`config.mk`:
```
export PLATFORM = sky130hd
export DESIGN_NAME = lpm_nexthop
export DESIGN_NICKNAME = d
export VERILOG_FILES = /design/src/rtl/lpm_nexthop.sv
export SDC_FILE = /design/constraint.sdc
export NUM_CORES = 1
export LEC_CHECK = 0
export BUFFER_PORTS_ARGS = -buffer_cell sky130_fd_sc_hd__buf_2
export CELL_PAD_IN_SITES_DETAIL_PLACEMENT = 1
export CELL_PAD_IN_SITES_GLOBAL_PLACEMENT = 2
export CORE_MARGIN = 3
export CORE_UTILIZATION = 47
export CTS_CLUSTER_SIZE = 10
export DETAILED_ROUTE_END_ITERATION = 12
export GPL_TIMING_DRIVEN = 0
export HOLD_SLACK_MARGIN = 0.02
export PLACE_DENSITY = 0.93
export SETUP_SLACK_MARGIN = 0.2
export SLEW_MARGIN = 10
export SYNTH_ARGS = -nofsm -noshare
export SYNTH_HDL_FRONTEND = slang
export SYNTH_SLANG_ARGS = --single-unit
```
`constraint.sdc`:
```
create_clock -name clk -period 4.15 [get_ports clk]
set_clock_uncertainty 0.1 [all_clocks]
set_input_delay 0.2075 -clock clk [delete_from_list [all_inputs] [get_ports clk]]
set_output_delay 0.2075 -clock clk [all_outputs]
set_load 0.01 [all_outputs]
```
`src/rtl/lpm_nexthop.sv`:
```
// lpm_nexthop: next-hop resolution behind the longest-prefix-match stage.
// Captures each matched prefix, looks it up exactly in a small programmable
// prefix->hop table (lowest valid index wins), and queues the result in an
// output FIFO with a valid/ready handshake. Hit/miss/drop counters saturate.
module lpm_nexthop #(
    parameter int ENTRIES     = 4,
    parameter int HOP_W       = 4,
    parameter int DEPTH       = 4,
    parameter int CNT_W       = 16,
    parameter int DEFAULT_HOP = 0,
    localparam int IDX_W      = (ENTRIES > 1) ? $clog2(ENTRIES) : 1
) (
    input  logic             clk,
    input  logic             reset,
    input  logic             match_valid,
    input  logic [31:0]      match_prefix,
    input  logic             cfg_we,
    input  logic [IDX_W-1:0] cfg_idx,
    input  logic             cfg_en,
    input  logic [31:0]      cfg_prefix,
    input  logic [HOP_W-1:0] cfg_hop,
    output logic             out_valid,
    input  logic             out_ready,
    output logic [31:0]      out_prefix,
    output logic [HOP_W-1:0] out_hop,
    output logic             out_miss,
    output logic [CNT_W-1:0] hit_cnt,
    output logic [CNT_W-1:0] miss_cnt,
    output logic [CNT_W-1:0] drop_cnt
);

    localparam int PTR_W = $clog2(DEPTH);
    localparam logic [PTR_W:0] FULL_CNT = (PTR_W + 1)'(DEPTH);
    localparam logic [HOP_W-1:0] MISS_HOP = HOP_W'(DEFAULT_HOP);

    // Counter increment that sticks at all-ones instead of wrapping.
    function automatic logic [CNT_W-1:0] sat_inc(input logic [CNT_W-1:0] v);
        return (&v) ? v : v + CNT_W'(1);
    endfunction

    // Next-hop table: valid bits are control, prefix/hop are plain data.
    logic [ENTRIES-1:0] tbl_en;
    logic [31:0]        tbl_prefix [ENTRIES];
    logic [HOP_W-1:0]   tbl_hop    [ENTRIES];

    // Stage 1 capture registers.
    logic               vld_p1;
    logic [31:0]        prefix_p1;

    // Stage 2 resolve result (combinational from stage-1 registers and table).
    logic               hit_p2;
    logic [HOP_W-1:0]   hop_p2;

    // Output FIFO storage and bookkeeping.
    logic [31:0]        fifo_prefix [DEPTH];
    logic [HOP_W-1:0]   fifo_hop    [DEPTH];
    logic [DEPTH-1:0]   fifo_miss;
    logic [PTR_W-1:0]   wr_ptr;
    logic [PTR_W-1:0]   rd_ptr;
    logic [PTR_W:0]     count;

    logic               pop;
    logic               push;
    logic               drop;

    // ---- table programming ----

    // Entry valid bits: cleared on reset so the table starts empty.
    always_ff @(posedge clk or posedge reset) begin
        if (reset) begin
            tbl_en <= '0;
        end else if (cfg_we) begin
            tbl_en[cfg_idx] <= cfg_en;
        end
    end

    // Entry payload: only meaningful once its valid bit is set.
    always_ff @(posedge clk) begin
        if (cfg_we) begin
            tbl_prefix[cfg_idx] <= cfg_prefix;
            tbl_hop[cfg_idx]    <= cfg_hop;
        end
    end

    // ---- stage 1: capture ----

    // Stage-1 valid follows the upstream strobe every cycle (no backpressure).
    always_ff @(posedge clk or posedge reset) begin
        if (reset) begin
            vld_p1 <= 1'b0;
        end else begin
            vld_p1 <= match_valid;
        end
    end

    // Stage-1 prefix only loads on a valid match.
    always_ff @(posedge clk) begin
        if (match_valid) begin
            prefix_p1 <= match_prefix;
        end
    end

    // ---- stage 2: resolve ----

    // Exact-match search; scanning downward lets the lowest index win.
    always_comb begin
        hit_p2 = 1'b0;
        hop_p2 = MISS_HOP;
        for (int i = ENTRIES - 1; i >= 0; i--) begin
            if (tbl_en[i] && (tbl_prefix[i] == prefix_p1)) begin
                hit_p2 = 1'b1;
                hop_p2 = tbl_hop[i];
            end
        end
    end

    // A full FIFO still accepts a push when the head leaves on the same edge.
    always_comb begin
        pop  = (count != '0) && out_ready;
        push = vld_p1 && ((count != FULL_CNT) || pop);
        drop = vld_p1 && !push;
    end

    // FIFO payload write at the tail.
    always_ff @(posedge clk) begin
        if (push) begin
            fifo_prefix[wr_ptr] <= prefix_p1;
            fifo_hop[wr_ptr]    <= hop_p2;
            fifo_miss[wr_ptr]   <= !hit_p2;
        end
    end

    // FIFO pointers and occupancy; pointers wrap naturally at DEPTH.
    always_ff @(posedge clk or posedge reset) begin
        if (reset) begin
            wr_ptr <= '0;
            rd_ptr <= '0;
            count  <= '0;
        end else begin
            if (push) begin
                wr_ptr <= wr_ptr + PTR_W'(1);
            end
            if (pop) begin
                rd_ptr <= rd_ptr + PTR_W'(1);
            end
            case ({push, pop})
                2'b10:   count <= count + (PTR_W + 1)'(1);
                2'b01:   count <= count - (PTR_W + 1)'(1);
                default: count <= count;
            endcase
        end
    end

    // Statistics: every stage-2 result is a hit or a miss, even if dropped.
    always_ff @(posedge clk or posedge reset) begin
        if (reset) begin
            hit_cnt  <= '0;
            miss_cnt <= '0;
            drop_cnt <= '0;
        end else begin
            if (vld_p1 && hit_p2) begin
                hit_cnt <= sat_inc(hit_cnt);
            end
            if (vld_p1 && !hit_p2) begin
                miss_cnt <= sat_inc(miss_cnt);
            end
            if (drop) begin
                drop_cnt <= sat_inc(drop_cnt);
            end
        end
    end

    // ---- output: FIFO head ----

    // Head fields come from registers only; forced to zero while empty so
    // the reset state is clean regardless of stale storage contents.
    always_comb begin
        out_valid  = (count != '0);
        out_prefix = out_valid ? fifo_prefix[rd_ptr] : '0;
        out_hop    = out_valid ? fifo_hop[rd_ptr] : '0;
        out_miss   = out_valid ? fifo_miss[rd_ptr] : 1'b0;
    end

endmodule
```
==> flow_summary.toml, run 1 <==
[floorplan]
num_rows = 65
start_util_pct = 48.1
die_w_um = 186
fp.coreArea_um2 = 31800
io_pins = 162
die_h_um = 186
die_area_um2 = 34800

[setup_path]
crit_arrival_ns = 3.52
cp_max_fo = 9
required_ns = 4.33
crit_family = "simple AND/OR/NAND/NOR gates"
slowest_stage = "edfxtp_1"
crit_start = "prefix_p1[13]"
crit_path_frequent_cell = "o21ai_0"
crit_buf_inv = 1
end_kind = "register"
rr_startpoint = "prefix_p1[13]"
slowest_delay_ns = 0.63
cp-start-kind = "register"
crit_type = "register to register"
crit_chain = "xor2_1, nor4_1, nand4_1, or4_1, buf_2, o21ai_0, o21ai_0, a21oi_1"

[drt]
vias = 9160
drt-initial-drc-count = 756
wl_um = 43500
dr.pass1.iters = 9
drc = 0
ant_nets = 0
routed_via_density = 5.56
avgRoutedWirePerCell_um = 26.4

[timing]
min_period_over_period_pct = 80.4
timing.final.ws_setup_ns = 0.814
whs_ns = 0.102
setup_tns_ns = 0
min_period_ns = 3.34
finalSetupViolCount = 0
slew_headroom_pct = 26.8
clock.fmax_mhz = 300
rsz0062_at_grt = "no"
worstMarginPinSlew_ns = 1.10
slew_violations = 0
final_hold_viol_count = 0

[global_routing]
busiest_layer = "met2"
use_met2_pct = 42.9
use_met3_pct = 4.64
grt_pass1_vias = 10100
met1_usage_pct = 31.1
overflow = 0
grt_pass1_wl_um = 65000
antenna_found_initial = 3
grt_max_degree = 61
track_usage_pct = 25.0

[final_layout]
area_growth_pct = 23.9
final_common_cell = "edfxtp_1"
register_area_um2 = 11200
layout-drive-gt1-share_pct = 23.6
nets = 1260
layout_common_cells = "edfxtp_1 (324), buf_2 (165), xor2_1 (113), dlygate4sd3_1 (73), xnor2_1 (63)"
fillers = 2887
multi_input_area_um2 = 3930
fin_util_pct = 59.6

[power]
switching_power_mw = 3.16
p_clk_share_pct = 33.3
pwr-share-comb_pct = 21.1
p_leak_nw = 7.06
peakVddDrop_mv = 0.386
swShare_pct = 28.6
cellPowerDensity_nw_per_um2 = 584
internal_power_mw = 7.91
pwr-share-seq_pct = 45.6

[synth]
synth.distinct_cells = 43
synth_top_area_share_pct = 63.6
seq_area_frac_synth_pct = 73.4
syn_area_um2 = 15300
ys_top_cells_by_area = "edfxtp_1 (64%), dfrtp_1 (9.8%), xor2_1 (6.5%), mux4_2 (5.4%), xnor2_1 (3.6%)"
syn_nets = 969
avgSynthCellArea_um2 = 17.3
yosys.area.top_type = "edfxtp_1"
yosys_warnings = 0
ys_ff_latch = 384
syn_inst = 884

[clock_tree]
root_buffer = "clkbuf_16"
clock_sinks = 384
post_cts_resized = 0
htreeDepth = 2
clk_pin_slew_worst_paths_ns = 0.06
post_cts_buffers = 0
tritoncts = "done"
holdBufCountCts = 73
cts_buffers = 45
clk_latency_ns = 0.55
clk_path_buf_depth = 3

[status]
status = "finished, final reports clean"

[placement]
globalplace.congestion = 0.789
dpl.hpwl_um = 26600
preCtsSetupSlack_ns = 0.812
place.port_buffers = 161

[worst_hold_path]
hp-start = "cfg_we"
worstHoldPathType = "primary input to register"

[run]
maxCapViolations = 0
power by group through the flow:
stage / clock (mW) / sequential, mW / combinational [mW]
finish: 3.69 / 5.04 / 2.34
global route: 3.91 / 5.08 / 2.52
CTS: 3.70 / 5.02 / 2.34
detailed placement: 0 / 5.09 / 2.27
floorplan: 0 / 4.99 / 1.35
global placement: 0 / 5.04 / 2.11
cells in the mapped netlist, drive strengths merged:
| cell type | number |
|---|---|
| edfxtp | 324 |
| xor2 | 113 |
| xnor2 | 63 |
| dfrtp | 60 |
| and2 | 45 |
| mux4 | 37 |
| nand4 | 28 |
| nand2 | 26 |
| nor4 | 23 |
| inv | 22 |
| nand3 | 20 |
| nor3 | 19 |
| nor2 | 14 |
| o21ai | 14 |
| clkbuf | 11 |
| and3 | 10 |
| buf | 9 |
| ha | 8 |
| mux2 | 8 |
| a21oi | 4 |
| o21a | 4 |
| or3 | 4 |
| and4 | 3 |
| nand2b | 2 |
| nor2b | 2 |
| nor3b | 2 |
| a31oi | 1 |
| a41oi | 1 |
| fa | 1 |
| mux2i | 1 |
| nor4b | 1 |
| o211ai | 1 |
| o31ai | 1 |
| or3b | 1 |
| or4 | 1 |
logic make-up after synthesis:
kind of cell               synth area share [%]
AOI/OAI and AO/OA                          1.01
and+or+nand+nor                            7.54
buffers and inverters                      1.11
adders and majority gates                 0.785
DFF                                        73.4
xor gates and xnor gates                   10.1
muxes                                      6.12
final timing paths:
path,slack (ns),endpoint,depth (start not counted)
worst max-delay path,0.81,fifo_hop[0][3],8
worst min-delay path,0.10,tbl_prefix[1][26],3
worst max register to register,0.81,fifo_hop[0][3],8
worst min register to register,0.39,count[2],1
max in group asynchronous,3.12,tbl_en[1],3
min in group asynchronous,0.30,miss_cnt[14],3
final cells by class:
cell class	count	share of cell area, %
Multi-Input combinational cell	458	20.7
Timing Repair Buffer	244	9.10
Antenna cell	2	0.0264
Clock inverter	4	0.251
Inverter	22	0.449
Clock buffer	78	6.86
Tap cell	435	2.87
Buffer	20	0.462
Sequential cell	384	59.2
layer usage:
metal	part of all wire, %	vias to the layer above
li1	-	3915
met1	38	4760
met2	51	369
met3	6.3	114
met4	4.3	2
met5	0.021	-
state kept, by name, summed over array words and instances, names as in the netlist:
name         cells
fifo_prefix    128
tbl_prefix     128
prefix_p1       32
drop_cnt        16
fifo_hop        16
hit_cnt         16
miss_cnt        16
tbl_hop         16
fifo_miss        4
tbl_en           4
count            3
rd_ptr           2
wr_ptr           2
vld_p1           1
per-stage QoR:
stage | total power, mW | std cells | instance area, um2
final | 11.1 | 1647 | 19000
after global placement | 7.15 | 1480 | 16700
after floorplan | 6.34 | 884 | 15300
after detailed placement | 7.36 | 1490 | 16900
after global routing | 11.5 | 1647 | 19000
after CTS | 11.1 | 1645 | 19000
worst register-to-register path, cell delays in order, from the launching register on:
cell and delay (ns):
edfxtp_1 0.63, xor2_1 0.27, nor4_1 0.43, nand4_1 0.23, or4_1 0.57, buf_2 0.21
o21ai_0 0.10, o21ai_0 0.11, a21oi_1 0.43
Note: power is estimated with default switching activity, not from simulation.
==> run 2: changes to the inputs <==
--- a/config.mk
+++ b/config.mk
@@ -9,12 +9,12 @@
 export CELL_PAD_IN_SITES_DETAIL_PLACEMENT = 1
 export CELL_PAD_IN_SITES_GLOBAL_PLACEMENT = 2
 export CORE_MARGIN = 3
-export CORE_UTILIZATION = 47
+export CORE_UTILIZATION = 43
 export CTS_CLUSTER_SIZE = 10
 export DETAILED_ROUTE_END_ITERATION = 12
 export GPL_TIMING_DRIVEN = 0
 export HOLD_SLACK_MARGIN = 0.02
-export PLACE_DENSITY = 0.93
+export PLACE_DENSITY = 0.86
 export SETUP_SLACK_MARGIN = 0.2
 export SLEW_MARGIN = 10
 export SYNTH_ARGS = -nofsm -noshare
==> constraint.sdc (replaced) <==
create_clock -name clk -period 3.47 [get_ports clk]
set_clock_uncertainty 0.1 [all_clocks]
set_input_delay 0.1735 -clock clk [delete_from_list [all_inputs] [get_ports clk]]
set_output_delay 0.1735 -clock clk [all_outputs]
set_load 0.01 [all_outputs]
==> flow_summary.toml, run 2 (synthesis results as in run 1) <==
[clock_tree]
htreeDepth = 2
clock_sinks = 384
tritoncts = "done"
root_buffer = "clkbuf_16"
clk_pin_slew_worst_paths_ns = 0.06
clk_latency_ns = 0.57
cts_buffers = 45
clk_path_buf_depth = 3

[timing]
slew_headroom_pct = 31.7
whs_ns = 0.0437
min_period_ns = 3.20
clock.fmax_mhz = 312
final_hold_viol_count = 0
worstMarginPinSlew_ns = 1.02
rsz0062_at_grt = "no"
slew_violations = 0
timing.final.ws_setup_ns = 0.268
min_period_over_period_pct = 92.3
finalSetupViolCount = 0

[final_layout]
final_common_cell = "edfxtp_1"
fillers = 3238
register_area_um2 = 11200
layout_common_cells = "edfxtp_1 (324), buf_2 (166), xor2_1 (113), dlygate4sd3_1 (73), xnor2_1 (63)"
layout-drive-gt1-share_pct = 25.7
n_antenna_cell = 0
multi_input_area_um2 = 3990
largestRegisters = "fifo_prefix x128, tbl_prefix x128, prefix_p1 x32"
area_growth_pct = 25.5
nets = 1279

[global_routing]
grt_pass1_vias = 9557
grt_pass1_wl_um = 59400
grt_max_degree = 34
overflow = 0
antenna_found_initial = 0
track_usage_pct = 20.7

[setup_path]
crit_arrival_ns = 3.53
rr_startpoint = "prefix_p1[19]"
cp-start-kind = "register"
ff2ff_setup_slack_ns = 0.27
reg2regPathDepth = 8
required_ns = 3.80
r2r-end = "hit_cnt[14]"
crit_start = "prefix_p1[19]"
cp_max_fo = 10
end_kind = "register"
crit_type = "register to register"

[floorplan]
fp.coreArea_um2 = 34800
die_w_um = 195
num_rows = 68
die_h_um = 195
start_util_pct = 44.0
io_pins = 162
die_area_um2 = 37900

[status]
status = "finished, final reports clean"

[drt]
routed_via_density = 5.28
ant_nets = 0
drc = 0
vias = 8862
drt-initial-drc-count = 576
avgRoutedWirePerCell_um = 23.5
dr.pass1.iters = 4
wl_um = 39500

[placement]
dpl.hpwl_um = 25300
globalplace.congestion = 0.782
place.port_buffers = 161
preCtsSetupSlack_ns = 0.0441

[power]
peakVddDrop_mv = 0.385
cellPowerDensity_nw_per_um2 = 681
p_leak_nw = 7.16

[worst_hold_path]
hp-start = "cfg_we"
holdPathStages = 3
hold_end = "tbl_prefix[1][23]"
worstHoldPathType = "primary input to register"

[run]
maxCapViolations = 0
[run 2: changes by cell type in the layout (fill, tap and decap cells not counted), sizes merged]
cell | previous run | this run
clkinv | 2 | 3
diode | 2 | 0
inv | 24 | 23
clkbuf | 89 | 84
buf | 180 | 199
[run 2: routing by layer]
metal | global-route usage, % | share of wire, % | vias up | routed length (um)
met5 | 0 | 0 | - | 0
met4 | 6.65 | 3.0 | 0 | 1180
met3 | 3.26 | 5.3 | 73 | 2090
met2 | 34.6 | 50 | 276 | 19600
met1 | 28.0 | 42 | 4581 | 16700
li1 | - | - | 3932 | -
[run 2: layout make-up]
class | instances | share of cell area (%)
sequential | 384 | 58.5
multi-input combinational | 458 | 20.8
timing repair buffer | 263 | 9.94
clock buffer | 73 | 6.57
tap | 455 | 2.96
buffer | 20 | 0.462
inverter | 22 | 0.443
clock inverter | 4 | 0.371
[run 2: how the worst max path moves through the flow]
stage                     end  slack, ns
6_report          hit_cnt[14]       0.27
5_1_grt           hit_cnt[14]       0.19
4_1_cts           hit_cnt[14]       0.23
3_5_place_dp   fifo_hop[3][3]       0.04
3_3_place_gp        tbl_en[2]      -0.33
2_1_floorplan     hit_cnt[14]       0.90
[run 2: critical path, stage by stage (launching register included)]
cell      delay, ns
edfxtp_1       0.62
xor2_1         0.25
nor4_1         0.45
nand4_1        0.29
or3_1          0.59
nand4_4        0.15
buf_6          0.18
nand4_2        0.11
mux2_4         0.32
[run 2: what timing repair did]
item	CTS	global route
resized for setup	7	4
setup buffers	6	13
endpoints found under the setup margin	50	36
hold buffers	73	0
endpoints found under the hold margin	270	0
[run 2: through the flow]
step	total power [mW]	cells	util, %	instance area [um2]	setup TNS [ns]
floorplan	7.59	884	-	15300	0
finish	13.1	1679	55.2	19200	0
global route	13.7	1679	55.2	19200	0
detailed placement	8.77	1510	48.7	16900	0
CTS	13.2	1666	54.9	19100	0
global placement	8.60	1500	48.0	16700	-8.05
[run 2: power breakdown]
part / switching (mW) / internal (mW)
clock: 1.83 / 2.49
sequential: 0.324 / 5.64
combinational: 1.51 / 1.29
total: 3.66 / 9.42
==> run 3: changes to the inputs <==
--- a/config.mk
+++ b/config.mk
@@ -15,7 +15,7 @@
 export GPL_TIMING_DRIVEN = 0
 export HOLD_SLACK_MARGIN = 0.02
 export PLACE_DENSITY = 0.86
-export SETUP_SLACK_MARGIN = 0.2
+export REMOVE_ABC_BUFFERS = 1
 export SLEW_MARGIN = 10
 export SYNTH_ARGS = -nofsm -noshare
 export SYNTH_HDL_FRONTEND = slang
==> flow_summary.toml, run 3 (synthesis results as in run 1) <==
[status]
status = "finished, final reports clean"

[timing]
slew_headroom_pct = 33.5
worstMarginPinSlew_ns = 0.998
slew_violations = 0
rsz0062_at_grt = "no"
whs_ns = 0.0704
min_period_over_period_pct = 97.8
setup_tns_ns = 0
clock.fmax_mhz = 295
min_period_ns = 3.39
final_hold_viol_count = 0
timing.final.ws_setup_ns = 0.0768
finalSetupViolCount = 0

[global_routing]
track_usage_pct = 19.8
grt_pass1_vias = 9374
overflow = 0
grt_max_degree = 61
antenna_found_initial = 1
grt_pass1_wl_um = 57600

[clock_tree]
tritoncts = "done"
clk_path_buf_depth = 3
clock_sinks = 384
root_buffer = "clkbuf_16"
cts_buffers = 44
clk_pin_slew_worst_paths_ns = 0.05
clk_latency_ns = 0.56
post_cts_buffers = 0
htreeDepth = 2

[floorplan]
die_area_um2 = 37900
die_w_um = 195
io_pins = 162
start_util_pct = 44.0
num_rows = 68
die_h_um = 195
fp.coreArea_um2 = 34800

[worst_hold_path]
hp-start = "cfg_we"
worstHoldPathType = "primary input to register"

[drt]
ant_nets = 0
drc = 0
routed_via_density = 5.25
vias = 8591
drt-initial-drc-count = 621
avgRoutedWirePerCell_um = 22.8
wl_um = 37300
dr.pass1.iters = 5

[setup_path]
crit_type = "register to register"
slowest_delay_ns = 0.66
end_kind = "register"
required_ns = 3.80
crit_arrival_ns = 3.72
crit_chain = "xor2_1, nor4_1, nand4_1, or3_1, nand4_4, or3b_1, xnor2_1"
crit_start = "prefix_p1[18]"
rr_startpoint = "prefix_p1[18]"
slowest_stage = "or3_1"
cp-start-kind = "register"
cp_max_fo = 16

[power]
cellPowerDensity_nw_per_um2 = 676
p_leak_nw = 7.01
peakVddDrop_mv = 0.449

[final_layout]
area_growth_pct = 23.4
nets = 1245
layout-drive-gt1-share_pct = 24.3
final_common_cell = "edfxtp_1"
largestRegisters = "fifo_prefix x128, tbl_prefix x128, prefix_p1 x32"
layout_common_cells = "edfxtp_1 (324), buf_2 (161), xor2_1 (113), dlygate4sd3_1 (74), xnor2_1 (63)"

[placement]
place.port_buffers = 161
preCtsSetupSlack_ns = -0.0421
globalplace.congestion = 0.778
dpl.hpwl_um = 24700

[run]
maxCapViolations = 0
-- run 3: final timing paths --
| path | slack, ns | cells past startpoint | to |
|---|---|---|---|
| max reg2reg | 0.08 | 7 | hit_cnt[6] |
| max | 0.08 | 7 | hit_cnt[6] |
| min reg2reg | 0.39 | 1 | drop_cnt[11] |
| min in group asynchronous | 0.24 | 3 | drop_cnt[4] |
| max in group asynchronous | 2.43 | 3 | rd_ptr[0] |
| min | 0.07 | 2 | tbl_prefix[0][20] |
-- run 3: final cells by class --
type,count,area (um2)
fillers,3250,15900
flip-flops and latches,384,11200
multi-input cells,459,3960
repair buffers,249,1820
clock buffers,62,1180
well taps,455,569
inverters,22,85.1
clock inverters,3,45.0
diodes,1,2.50
-- run 3: repair_timing --
action / CTS / global route
gates cloned: 1 / 0
endpoints found under the hold margin: 252 / 0
gates resized for setup: 1 / 1
hold buffers: 74 / 0
endpoints found under the setup margin: 2 / 1
pin swaps: 1 / 0
-- run 3: power by group --
part | total, mW | internal (mW) | switching (mW)
combinational | 2.63 | 1.29 | 1.34
sequential | 6.03 | 5.64 | 0.395
clock | 4.10 | 2.34 | 1.76
total | 12.8 | 9.27 | 3.50
-- run 3: critical path, delay by kind of cell, from the launching register on --
| family | cells | cell delay, ns |
|---|---|---|
| flops | 1 | 0.61 |
| xor+xnor | 2 | 0.39 |
| simple gates | 5 | 2.15 |
-- run 3: layer usage --
layer,routed length [um],global-route usage [%]
met1,16200,26.8
met4,706,4.71
met3,1500,3.17
met2,18900,34.0
met5,0,0
-- run 3: per-stage QoR --
stage                     utilization, %  total power [mW]  std cells  area (um2)
after floorplan                        -              7.57        864       15200
after global placement              47.7              8.58       1480       16600
after detailed placement            48.6              8.75       1494       16900
after CTS                           54.3              12.9       1634       18900
after global routing                54.3              13.4       1635       18900
final                               54.3              12.8       1635       18900
